`config.mk`:
```
export PLATFORM = sky130hd
export DESIGN_NAME = pifo_traffic_generator_flat
export DESIGN_NICKNAME = d
export VERILOG_FILES = /design/src/rtl/pifo_tb_pkg.sv /design/src/rtl/pifo_traffic_generator_if.sv /design/src/rtl/lfsr16.sv /design/src/rtl/pifo_traffic_generator.sv /design/src/flat_wrapper.sv
export SDC_FILE = /design/constraint.sdc
export NUM_CORES = 1
export LEC_CHECK = 0
export ABC_AREA = 1
export CORE_MARGIN = 2
export CORE_UTILIZATION = 50
export DETAILED_ROUTE_END_ITERATION = 8
export GPL_ROUTABILITY_DRIVEN = 0
export PLACE_DENSITY = 0.76
export SLEW_MARGIN = 30
export SYNTH_ARGS = -nofsm -noshare
export SYNTH_HDL_FRONTEND = slang
export SYNTH_SLANG_ARGS = --single-unit
```
`constraint.sdc`:
```
create_clock -name clk -period 2.75 [get_ports clk]
set_clock_uncertainty 0.15 [all_clocks]
set_input_delay 0.825 -clock clk [delete_from_list [all_inputs] [get_ports clk]]
set_output_delay 0.825 -clock clk [all_outputs]
set_load 0.01 [all_outputs]
```
`src/rtl/pifo_tb_pkg.sv`:
```
// Shared types and constants for the PIFO push-stream traffic generator.
package pifo_tb_pkg;

    typedef enum logic [1:0] {
        RANK_INC   = 2'b00,
        RANK_DEC   = 2'b01,
        RANK_LFSR  = 2'b10,
        RANK_CONST = 2'b11
    } rank_mode_t;

    typedef enum logic [1:0] {
        TG_IDLE = 2'b00,
        TG_SEND = 2'b01,
        TG_GAP  = 2'b10
    } tg_state_t;

    localparam logic [15:0] LFSR_DEFAULT_SEED = 16'hACE1;

endpackage

```
`src/rtl/pifo_traffic_generator_if.sv`:
```
// Valid/ready push channel carrying a PIFO rank and its metadata.
interface pifo_traffic_generator_if #(
    parameter int unsigned RANK_WIDTH = 16,
    parameter int unsigned META_WIDTH = 16
);

    logic                  out_valid;
    logic                  out_ready;
    logic [RANK_WIDTH-1:0] out_rank;
    logic [META_WIDTH-1:0] out_meta;

    modport master (
        output out_valid,
        output out_rank,
        output out_meta,
        input  out_ready
    );

    modport slave (
        input  out_valid,
        input  out_rank,
        input  out_meta,
        output out_ready
    );

endinterface

```
`src/rtl/lfsr16.sv`:
```
// 16-bit Fibonacci LFSR (taps 0,2,3,5) that advances once per step pulse.
module lfsr16
    import pifo_tb_pkg::*;
(
    input  logic        clk,
    input  logic        rst_n,
    input  logic [15:0] seed,
    input  logic        step,
    output logic [15:0] value
);

    logic [15:0] value_q;
    logic        fb;

    assign fb    = value_q[0] ^ value_q[2] ^ value_q[3] ^ value_q[5];
    assign value = value_q;

    // An all-zero seed would lock the register up, so it falls back to the default.
    always_ff @(posedge clk or negedge rst_n) begin
        if (!rst_n) begin
            value_q <= (seed == 16'h0000) ? LFSR_DEFAULT_SEED : seed;
        end else if (step) begin
            value_q <= {fb, value_q[15:1]};
        end
    end

endmodule

```
`src/rtl/pifo_traffic_generator.sv`:
```
// Programmable PIFO push-request source: rank patterns, inter-arrival gaps,
// abort, and per-run progress/stall counters.
module pifo_traffic_generator
    import pifo_tb_pkg::*;
#(
    parameter int unsigned RANK_WIDTH  = 16,
    parameter int unsigned META_WIDTH  = 16,
    parameter int unsigned COUNT_WIDTH = 16,
    parameter logic [15:0] LFSR_SEED   = LFSR_DEFAULT_SEED
) (
    input  logic                   clk,
    input  logic                   rst_n,
    input  logic                   start,
    input  logic                   stop,
    input  logic [COUNT_WIDTH-1:0] num_pkts,
    input  logic [COUNT_WIDTH-1:0] gap_cycles,
    input  logic [1:0]             rank_mode,
    input  logic [RANK_WIDTH-1:0]  rank_base,
    pifo_traffic_generator_if.master push,
    output logic                   busy,
    output logic                   done,
    output logic [COUNT_WIDTH-1:0] sent_count,
    output logic [COUNT_WIDTH-1:0] stall_cycles
);

    tg_state_t              state_q;
    rank_mode_t             mode_q;
    logic [COUNT_WIDTH-1:0] num_q;
    logic [COUNT_WIDTH-1:0] gap_len_q;
    logic [COUNT_WIDTH-1:0] gap_cnt_q;
    logic [COUNT_WIDTH-1:0] sent_q;
    logic [COUNT_WIDTH-1:0] stall_q;
    logic [RANK_WIDTH-1:0]  rank_q;
    logic [META_WIDTH-1:0]  meta_q;
    logic                   valid_q;
    logic                   done_q;

    logic        accept;
    logic        last_beat;
    logic        lfsr_step;
    logic [15:0] lfsr_value;

    assign accept    = valid_q & push.out_ready;
    assign last_beat = (sent_q + COUNT_WIDTH'(1)) == num_q;
    assign lfsr_step = accept && (state_q == TG_SEND) && (mode_q == RANK_LFSR);

    lfsr16 u_lfsr (
        .clk   (clk),
        .rst_n (rst_n),
        .seed  (LFSR_SEED),
        .step  (lfsr_step),
        .value (lfsr_value)
    );

    // In LFSR mode the rank is the live LFSR register, so it already holds the
    // stepped value on the cycle after an accept.
    assign push.out_rank  = ((mode_q == RANK_LFSR) && (state_q != TG_IDLE)) ?
                            lfsr_value[RANK_WIDTH-1:0] : rank_q;
    assign push.out_valid = valid_q;
    assign push.out_meta  = meta_q;
    assign busy           = (state_q != TG_IDLE);
    assign done           = done_q;
    assign sent_count     = sent_q;
    assign stall_cycles   = stall_q;

    always_ff @(posedge clk or negedge rst_n) begin
        if (!rst_n) begin
            state_q   <= TG_IDLE;
            mode_q    <= RANK_INC;
            num_q     <= '0;
            gap_len_q <= '0;
            gap_cnt_q <= '0;
            sent_q    <= '0;
            stall_q   <= '0;
            rank_q    <= '0;
            meta_q    <= '0;
            valid_q   <= 1'b0;
            done_q    <= 1'b0;
        end else begin
            unique case (state_q)
                TG_IDLE: begin
                    if (start) begin
                        num_q     <= num_pkts;
                        gap_len_q <= gap_cycles;
                        mode_q    <= rank_mode_t'(rank_mode);
                        rank_q    <= rank_base;
                        meta_q    <= '0;
                        sent_q    <= '0;
                        stall_q   <= '0;
                        if (num_pkts == '0) begin
                            done_q <= 1'b1;
                        end else begin
                            done_q  <= 1'b0;
                            valid_q <= 1'b1;
                            state_q <= TG_SEND;
                        end
                    end
                end
                TG_SEND: begin
                    if (!push.out_ready) begin
                        if (stall_q != '1) begin
                            stall_q <= stall_q + COUNT_WIDTH'(1);
                        end
                    end else begin
                        sent_q <= sent_q + COUNT_WIDTH'(1);
                        meta_q <= meta_q + META_WIDTH'(1);
                        unique case (mode_q)
                            RANK_INC:   rank_q <= rank_q + RANK_WIDTH'(1);
                            RANK_DEC:   rank_q <= rank_q - RANK_WIDTH'(1);
                            RANK_LFSR:  rank_q <= rank_q;
                            RANK_CONST: rank_q <= rank_q;
                            default:    rank_q <= rank_q;
                        endcase
                        if (last_beat || stop) begin
                            state_q <= TG_IDLE;
                            valid_q <= 1'b0;
                            done_q  <= 1'b1;
                        end else if (gap_len_q != '0) begin
                            state_q   <= TG_GAP;
                            valid_q   <= 1'b0;
                            gap_cnt_q <= gap_len_q;
                        end
                    end
                end
                TG_GAP: begin
                    if (stop) begin
                        state_q <= TG_IDLE;
                        done_q  <= 1'b1;
                    end else if (gap_cnt_q == COUNT_WIDTH'(1)) begin
                        state_q <= TG_SEND;
                        valid_q <= 1'b1;
                    end else begin
                        gap_cnt_q <= gap_cnt_q - COUNT_WIDTH'(1);
                    end
                end
                default: begin
                    state_q <= TG_IDLE;
                    valid_q <= 1'b0;
                end
            endcase
        end
    end

endmodule

```
`src/flat_wrapper.sv`:
```
// flat-port wrapper written by rule: the top's interface ports become plain ports
module pifo_traffic_generator_flat import pifo_tb_pkg::*;
#(
    parameter int unsigned RANK_WIDTH  = 16,
    parameter int unsigned META_WIDTH  = 16,
    parameter int unsigned COUNT_WIDTH = 16,
    parameter logic [15:0] LFSR_SEED   = LFSR_DEFAULT_SEED
)
  (clk, rst_n, start, stop, num_pkts, gap_cycles, rank_mode, rank_base, busy, done, sent_count, stall_cycles, push_out_valid, push_out_rank, push_out_meta, push_out_ready);
  pifo_traffic_generator_if #(.RANK_WIDTH(RANK_WIDTH), .META_WIDTH(META_WIDTH)) push_i ();
  input  logic clk;
  input  logic rst_n;
  input  logic start;
  input  logic stop;
  input  logic [COUNT_WIDTH-1:0] num_pkts;
  input  logic [COUNT_WIDTH-1:0] gap_cycles;
  input  logic [1:0] rank_mode;
  input  logic [RANK_WIDTH-1:0] rank_base;
  output logic busy;
  output logic done;
  output logic [COUNT_WIDTH-1:0] sent_count;
  output logic [COUNT_WIDTH-1:0] stall_cycles;
  output wire logic [$bits(push_i.out_valid)-1:0] push_out_valid;
  output wire logic [$bits(push_i.out_rank)-1:0] push_out_rank;
  output wire logic [$bits(push_i.out_meta)-1:0] push_out_meta;
  input wire logic [$bits(push_i.out_ready)-1:0] push_out_ready;
  assign push_out_valid = push_i.out_valid;
  assign push_out_rank = push_i.out_rank;
  assign push_out_meta = push_i.out_meta;
  assign push_i.out_ready = push_out_ready;
  pifo_traffic_generator #(.RANK_WIDTH(RANK_WIDTH), .META_WIDTH(META_WIDTH), .COUNT_WIDTH(COUNT_WIDTH), .LFSR_SEED(LFSR_SEED)) u_core (.clk(clk), .rst_n(rst_n), .start(start), .stop(stop), .num_pkts(num_pkts), .gap_cycles(gap_cycles), .rank_mode(rank_mode), .rank_base(rank_base), .push(push_i), .busy(busy), .done(done), .sent_count(sent_count), .stall_cycles(stall_cycles));
endmodule
```
Yosys cells after proc, flatten, opt, wreduce, memory -nomap -nowiden:

Cells that the tools add are included.

* register bits: 134
* input port bits: 55
* logic and storage cells: 107
* output and inout port bits: 67

* mux-type cells: 41
* add/subtract/negate cells: 6
* bitwise operators: 4
* eq/ne operators: 23
* reductions and logical operators: 21

Operators by type and width (number)
* 16-bit two-way mux: 13
* 16-bit one-hot mux with 2 select lines: 6
* 16-bit by 1-bit adder with 16-bit output, second input constant: 4
* 16-bit by 1-bit subtractor with 16-bit output, second input constant: 2
* 2-bit inequality test, second input constant: 12
* 16-bit by 1-bit == test with 1-bit output, second input constant: 1
* 16-bit == test: 1
* 16-bit logical NOT: 1
* 16-bit inequality test, second input constant: 1
* 16-bit nonzero test: 1
* 2-bit two-way mux: 7
* 1-bit two-way mux: 12
* 6-bit AND reduction: 2
* 5-bit AND reduction: 2
* 4-bit AND reduction: 2
* 2-bit == test, second input constant: 3
* 1-bit one-hot mux with 3 select lines: 2
* 2-bit one-hot mux with 3 select lines: 1
* 2-bit nonzero test: 3
* 2-bit by 1-bit == test with 1-bit output, second input constant: 2
* 2-bit logical NOT: 2
* 1-bit logical AND: 3
* 3-bit by 2-bit inequality test with 1-bit output, second input constant: 1
* 3-bit inequality test, second input constant: 1
* 8 further kinds: 10

Logic depth before layout (Yosys ltp):

Gate-level depths: netlist of the first run.

* depth after elaboration: 6
* mapped depth: 18
* gate-level depth less buffers: 18

Least setup slack after synthesis of the first run:

Ideal clock, no wire load.

* kind: register to register
* start point: register u_core.mode_q[1]
* end point: register u_core.rank_q[12]
* required time: 2476 ps
* data arrival time: 2584 ps
* cell stages (with the launch flop): 15
* library setup time: 124 ps
* buffers on the path: 0
* period minus slack after synthesis: 2858 ps
* setup slack: -108 ps
* cell sequence: dfrtp_1 nor2_1 inv_1 fa_1 inv_1 a21oi_1 o21ai_0 nand3_1 nand2_1 a21o_1 nand2_1 nand3_1 nand3_1 o211ai_1 nand2_1

* word-level cells in the longest chain between the ends: 4
* elaborated cells between the ends (all ways): 10
* those cells by class: eq/ne (4); mux (3); reduce/logical (3)

RTL lines
* start, declared: line pifo_traffic_generator.sv:27 `rank_mode_t mode_q;`
* start signal, assigned: line pifo_traffic_generator.sv:85 `mode_q <= rank_mode_t'(rank_mode);`
* 2-bit by 1-bit == test with 1-bit output, or another cell as far along: line pifo_traffic_generator.sv:107 `unique case (mode_q)`
* 16-bit one-hot mux with 2 select lines or 2-bit OR reduction (tied branches)
* 16-bit two-way mux or 2-bit inequality test (tied branches)
* 16-bit one-hot mux with 2 select lines or 4-bit AND reduction (tied branches)
* end signal, assigned: line pifo_traffic_generator.sv:108 `RANK_INC: rank_q <= rank_q + RANK_WIDTH'(1);`
* end signal, assigned: line pifo_traffic_generator.sv:109 `RANK_DEC: rank_q <= rank_q - RANK_WIDTH'(1);`
* end signal, assigned: line pifo_traffic_generator.sv:110 `RANK_LFSR: rank_q <= rank_q;`
* end, declared: line pifo_traffic_generator.sv:33 `logic [RANK_WIDTH-1:0] rank_q;`

Several ways; a longest one is shown, not always the timed one. The select of a mux whose other input is x is not followed.
A chain may end at the register's enable or synchronous reset.

Worst setup path after layout of the first run:

* start point: register u_core.state_q[1]
* end point: output push_out_rank[6]

* word-level cells in the longest chain between the ends: 3

RTL lines
* start, declared: line pifo_traffic_generator.sv:26 `tg_state_t state_q;`
* start signal, assigned: line pifo_traffic_generator.sv:68 `state_q <= TG_IDLE;`
* start signal, assigned: line pifo_traffic_generator.sv:95 `state_q <= TG_SEND;`
* start signal, assigned: line pifo_traffic_generator.sv:115 `state_q <= TG_IDLE;`
* 2-bit nonzero test: line pifo_traffic_generator.sv:57 `assign push.out_rank = ((mode_q == RANK_LFSR) && (state_q != TG_IDLE)) ?`
* 1-bit logical AND: line pifo_traffic_generator.sv:57
* 16-bit two-way mux: line pifo_traffic_generator.sv:57
* end, declared: line flat_wrapper.sv:24 `output wire logic [$bits(push_i.out_rank)-1:0] push_out_rank;`

No other way between the ends.

==> results of run 1 <==
## cell usage in the layout (no fill, tap or decap), types with 3 or more instances in the layout
cell / instances
bufinv_16: 5
dfrtp_1: 126
nor2_4: 6
nor3_1: 12
dfstp_2: 8
o21ai_0: 99
nand2_2: 15
xnor2_1: 8
clkinvlp_4: 4
nand2_8: 3
o21ai_2: 13
inv_2: 3
buf_2: 16
o21a_1: 9
nor4_1: 4
xor2_1: 18
o22ai_1: 14
ha_1: 22
inv_1: 107
nor2_1: 86
buf_4: 54
nand3_1: 54
nand2_1: 279
a31oi_1: 3
nand4_1: 14
a21oi_1: 51
o31ai_1: 4
buf_12: 3
o21ai_1: 10
nor2_2: 9
o211ai_1: 4
nand3b_1: 6
clkdlybuf4s50_1: 103
clkbuf_16: 18
or2_2: 3
## synth_stat cells (2+ instances only)
master / number / area [um^2]
nor4_1: 4 / 25.0
buf_12: 2 / 40.0
nand3_1: 54 / 270
nor2_1: 88 / 330
a31oi_1: 3 / 18.8
o31ai_1: 4 / 30.0
nand2_2: 14 / 87.6
nand3b_1: 6 / 45.0
or2_2: 3 / 18.8
buf_1: 3 / 11.3
nand4_1: 14 / 87.6
a21oi_1: 52 / 260
a211oi_1: 2 / 15.0
nand2_1: 281 / 1050
o21ai_2: 13 / 114
buf_2: 3 / 15.0
nor2_4: 4 / 45.0
clkbuf_1: 22 / 82.6
o21ai_0: 107 / 536
o21ai_1: 2 / 10.0
nor2_2: 9 / 56.3
dfstp_2: 8 / 210
o21a_1: 9 / 67.6
inv_1: 110 / 413
dfrtp_1: 126 / 3150
o22ai_1: 14 / 87.6
nor3_1: 12 / 60.1
o211ai_1: 4 / 30.0
xnor2_1: 8 / 70.1
xor2_1: 18 / 158
mux2i_1: 2 / 20.0
ha_1: 23 / 288
## power groups by stage
| stage | registers (W) | logic (W) | clock network, W |
|---|---|---|---|
| floorplan | 0.00318 | 0.00377 | 0 |
| global placement | 0.00327 | 0.00545 | 0 |
| detailed placement | 0.00329 | 0.00556 | 0 |
| CTS | 0.00327 | 0.00557 | 0.00257 |
| global route | 0.00337 | 0.00654 | 0.00266 |
| finish | 0.00330 | 0.00583 | 0.00256 |
## sequential cells by signal (all words and copies together) (netlist names)
register / count
u_core.gap_cnt_q: 16
u_core.gap_len_q: 16
u_core.num_q: 16
u_core.push.out_meta: 16
u_core.rank_q: 16
u_core.sent_count: 16
u_core.stall_cycles: 16
u_core.u_lfsr.value: 16
u_core.mode_q: 2
u_core.state_q: 2
u_core.done: 1
u_core.push.out_valid: 1
## worst max-delay path by stage
stage	endpoint	cells past startpoint
floorplan	u_core.rank_q[12]	14
detailed placement	u_core.push.out_meta[14]	13
global route	push_out_rank[6]	9
global placement	u_core.push.out_meta[14]	13
CTS	push_out_rank[2]	9
finish	push_out_rank[6]	9
## per-stage QoR
step	setup slack, ns	total power (W)	hold WS, ns
4_1_cts	0.0118	0.0114	0.159
6_report	0.0423	0.0117	0.147
5_1_grt	-0.00398	0.0126	0.169
2_1_floorplan	0.120	0.00695	0.303
3_5_place_dp	-0.161	0.00885	0.321
3_3_place_gp	-0.116	0.00872	0.309
## timing repair
action | in CTS | in global routing
setup buffers | 2 | 6
pin swaps | 1 | 2
setup endpoints to repair | 17 | 27
cloned | 1 | 2
gates resized for setup | 77 | 15
## cell families after synthesis
logic type,count (synthesis)
muxes,2
adders and majority gates,24
DFF,134
buffers and inverters,143
and+or+nand+nor,497
AOI/OAI and AO/OA,217
xor gates and xnor gates,27
## final cells by class
class                           count  area, um^2  area share (%)
Multi-Input combinational cell    768        4050            38.9
Clock buffer                       20         457            4.38
Tap cell                          211         264            2.53
Sequential cell                   134        3360            32.3
Inverter                          112         423            4.06
Timing Repair Buffer              181        1660            16.0
Clock inverter                     12         199            1.91
## per-layer routing
metal  up-vias  GRT usage (%)  wire length [um]
met5         -              0                 0
met4         0           11.1               513
met3        49           4.39               893
met2       226           42.3             10400
met1      3669           35.0              9660
li1       3771              -                 -
## worst max-delay path, cell delays in order, from the launching register on
cell	delay [ns]
dfrtp_1	0.37
inv_2	0.06
ha_4	0.17
inv_4	0.08
nand2_8	0.08
buf_12	0.15
buf_4	0.13
nand2_1	0.04
o21ai_0	0.07
buf_2	0.14
==> impl_metrics.py, run 1 <==
metrics = {
    "pwr": {
        "p_int_w": 0.00676,
        "p_leak_nw": 4.84,
        "pwr-share-seq_pct": 28.2,
        "vdd_drop_max_mv": 0.609,
        "comb_power_share_pct": 49.9,
        "p_sw_w": 0.00492,
        "power.density_mw_per_mm2": 1120,
        "switching_share_pct": 42.1,
        "p_clk_share_pct": 21.9,
    },
    "global_routing": {
        "overflow": 0,
        "antenna_found_initial": 0,
        "grt_pass1_vias": 7345,
        "grt_pass1_wl_mm": 34.8,
        "grt_start_max_net_pins": 44,
        "grtUsageTotal_pct": 26.1,
    },
    "synthesis": {
        "yosys.area_share.simple_pct": 27.4,
        "yosys-mux-area-fraction_pct": 0.253,
        "syn_nets": 1123,
        "seq_area_frac_synth_pct": 42.5,
        "async_flop_share_pct": 100,
        "synth_fa_ha_area_share_pct": 3.89,
        "syn-cell-area_mm2": 0.00792,
        "yosys.area_share.xor_xnor_pct": 3.18,
        "synth_edf_count": 0,
        "netlist_instances": 1044,
        "synth.distinct_cells": 52,
        "synth_flop_cell": "dfrtp_1",
        "synth-compound-area-share_pct": 15.5,
        "syn_area_per_cell_um2": 7.58,
        "ys_seq_elements": 134,
        "synth_top_family_by_area": "simple AND/OR/NAND/NOR gates",
        "yosys_warnings": 0,
    },
    "timing": {
        "final_hold_viol_count": 0,
        "worst_pin_slew_ns": 0.516,
        "setup-violations-final": 0,
        "finalCriticalPeriod_ns": 2.71,
        "finalCritPeriodShare_pct": 98.5,
        "relSlewSlack_pct": 65.3,
        "fin_setup_tns_ns": 0,
        "drv_slew": 0,
        "max_freq_mhz": 369,
    },
    "finish": {
        "final_core_util_pct": 68.0,
        "layoutNonFillerInstCount": 1438,
        "final_nets": 1293,
        "n_fill_cell": 1295,
        "antenna_cells": 0,
        "fin_area_mm2": 0.0104,
        "area_growth_pct": 31.6,
        "layout-drive-gt1-share_pct": 14.5,
    },
    "drt": {
        "antenna_left": 0,
        "drt_pass1_iterations": 5,
        "vias": 7715,
        "viasPerCell": 5.37,
        "route.detailed.drc": 0,
        "avgRoutedWirePerCell_um": 14.9,
        "wl_mm": 21.5,
        "drt_iter0_markers": 716,
    },
    "floorplanning": {
        "rows": 45,
        "dieHeight_um": 130,
        "start_util_pct": 51.7,
        "die_x_um": 130,
        "dieArea_mm2": 0.0169,
        "ioPinCount": 122,
        "core_mm2": 0.0153,
    },
    "clock_network": {
        "htreeDepth": 4,
        "clkTransAtPathRegs_ns": 0.06,
        "cts_sinks": 134,
        "cts_buffers": 17,
        "root_buffer": "clkbuf_16",
        "cts_tree": "done",
        "clkLatencyLatePin_ns": 0.44,
        "clock_path_buffers": 2,
        "holdBufCountCts": 0,
    },
    "run_status": {
        "status": "finished clean",
    },
    "setup_path": {
        "crit_type": "reg2out",
        "worst_setup_path_start_kind": "flop",
        "cp.required_ns": 1.78,
        "r2r_setup_slack_ns": 0.19,
        "r2r_cells": 13,
        "reg2reg_from": "u_core.mode_q[1]",
        "crit_start": "u_core.state_q[1]",
        "crit_fanout": 7,
        "end_kind": "output pin",
        "reg2reg_to": "u_core.rank_q[14]",
        "arrival_ns": 1.73,
    },
    "placement": {
        "placed_cells": 1395,
        "place_area_mm2": 0.00965,
        "io_buffer_count": 121,
        "dpl.hpwl_mm": 14.6,
    },
    "run": {
        "cap_violations": 0,
    },
    "worst_hold_path": {
        "hold_path_class": "in2async",
    },
}
No activity file was read; power rests on OpenSTA's default activity.
==> inputs of run 2 (changes only) <==
--- a/config.mk
+++ b/config.mk
@@ -6,12 +6,11 @@
 export NUM_CORES = 1
 export LEC_CHECK = 0
 export ABC_AREA = 1
-export CORE_MARGIN = 2
-export CORE_UTILIZATION = 50
 export DETAILED_ROUTE_END_ITERATION = 8
 export GPL_ROUTABILITY_DRIVEN = 0
-export PLACE_DENSITY = 0.76
+export SETUP_SLACK_MARGIN = 0.5
 export SLEW_MARGIN = 30
 export SYNTH_ARGS = -nofsm -noshare
 export SYNTH_HDL_FRONTEND = slang
+export SYNTH_HIERARCHICAL = 1
 export SYNTH_SLANG_ARGS = --single-unit
==> run 2 against run 1 <==
The flow now stops in synthesis (1_2_yosys).
==> impl_metrics.py, run 2 <==
metrics = {
    "synthesis": {
        "synth.distinct_cells": 51,
        "ys_top_cells_by_count": "nand2_1 (278), inv_1 (127), dfrtp_1 (118), nor2_1 (107), o21ai_0 (82)",
        "synth_flop_cell": "dfrtp_1",
        "yosys-top-cells-area": "dfrtp_1 (40%), nand2_1 (14%), inv_1 (6.4%)",
        "ys_seq_elements": 118,
        "yosys_warnings": 0,
        "yosysMostFrequentCell": "nand2_1",
        "synth_top_area_share_pct": 39.9,
        "yosys.area.top_type": "dfrtp_1",
        "synth_edf_count": 0,
        "synth_chip_area_mm2": 0.00740,
        "yosys_cells": 1036,
        "async_flop_share_pct": 100,
        "seq_area_frac_synth_pct": 39.9,
    },
    "run_status": {
        "tool.error": "ERROR: Found 16 problems in 'check -assert'.",
        "status": "did not finish",
        "failed_stage": "synthesis (1_2_yosys)",
    },
}
-- run 2: cell types whose count changed after synthesis, sizes merged, moves of 8 or more --
cell    before  now
o21ai      122   85
nand2      297  285
dfrtp      126  118
clkbuf      22   31
dfstp        8    0
inv        111  128
nor2       101  117
nand3       55   65
-- run 2: logic make-up after synthesis --
family	count (synthesis)	synth area share (%)
other cells	2	0.102
compound gates	185	14.1
flops	118	39.9
fa+ha+maj	24	4.16
buf+inv	166	8.59
simple gates	516	29.7
mux	2	0.304
xor+xnor	23	3.09
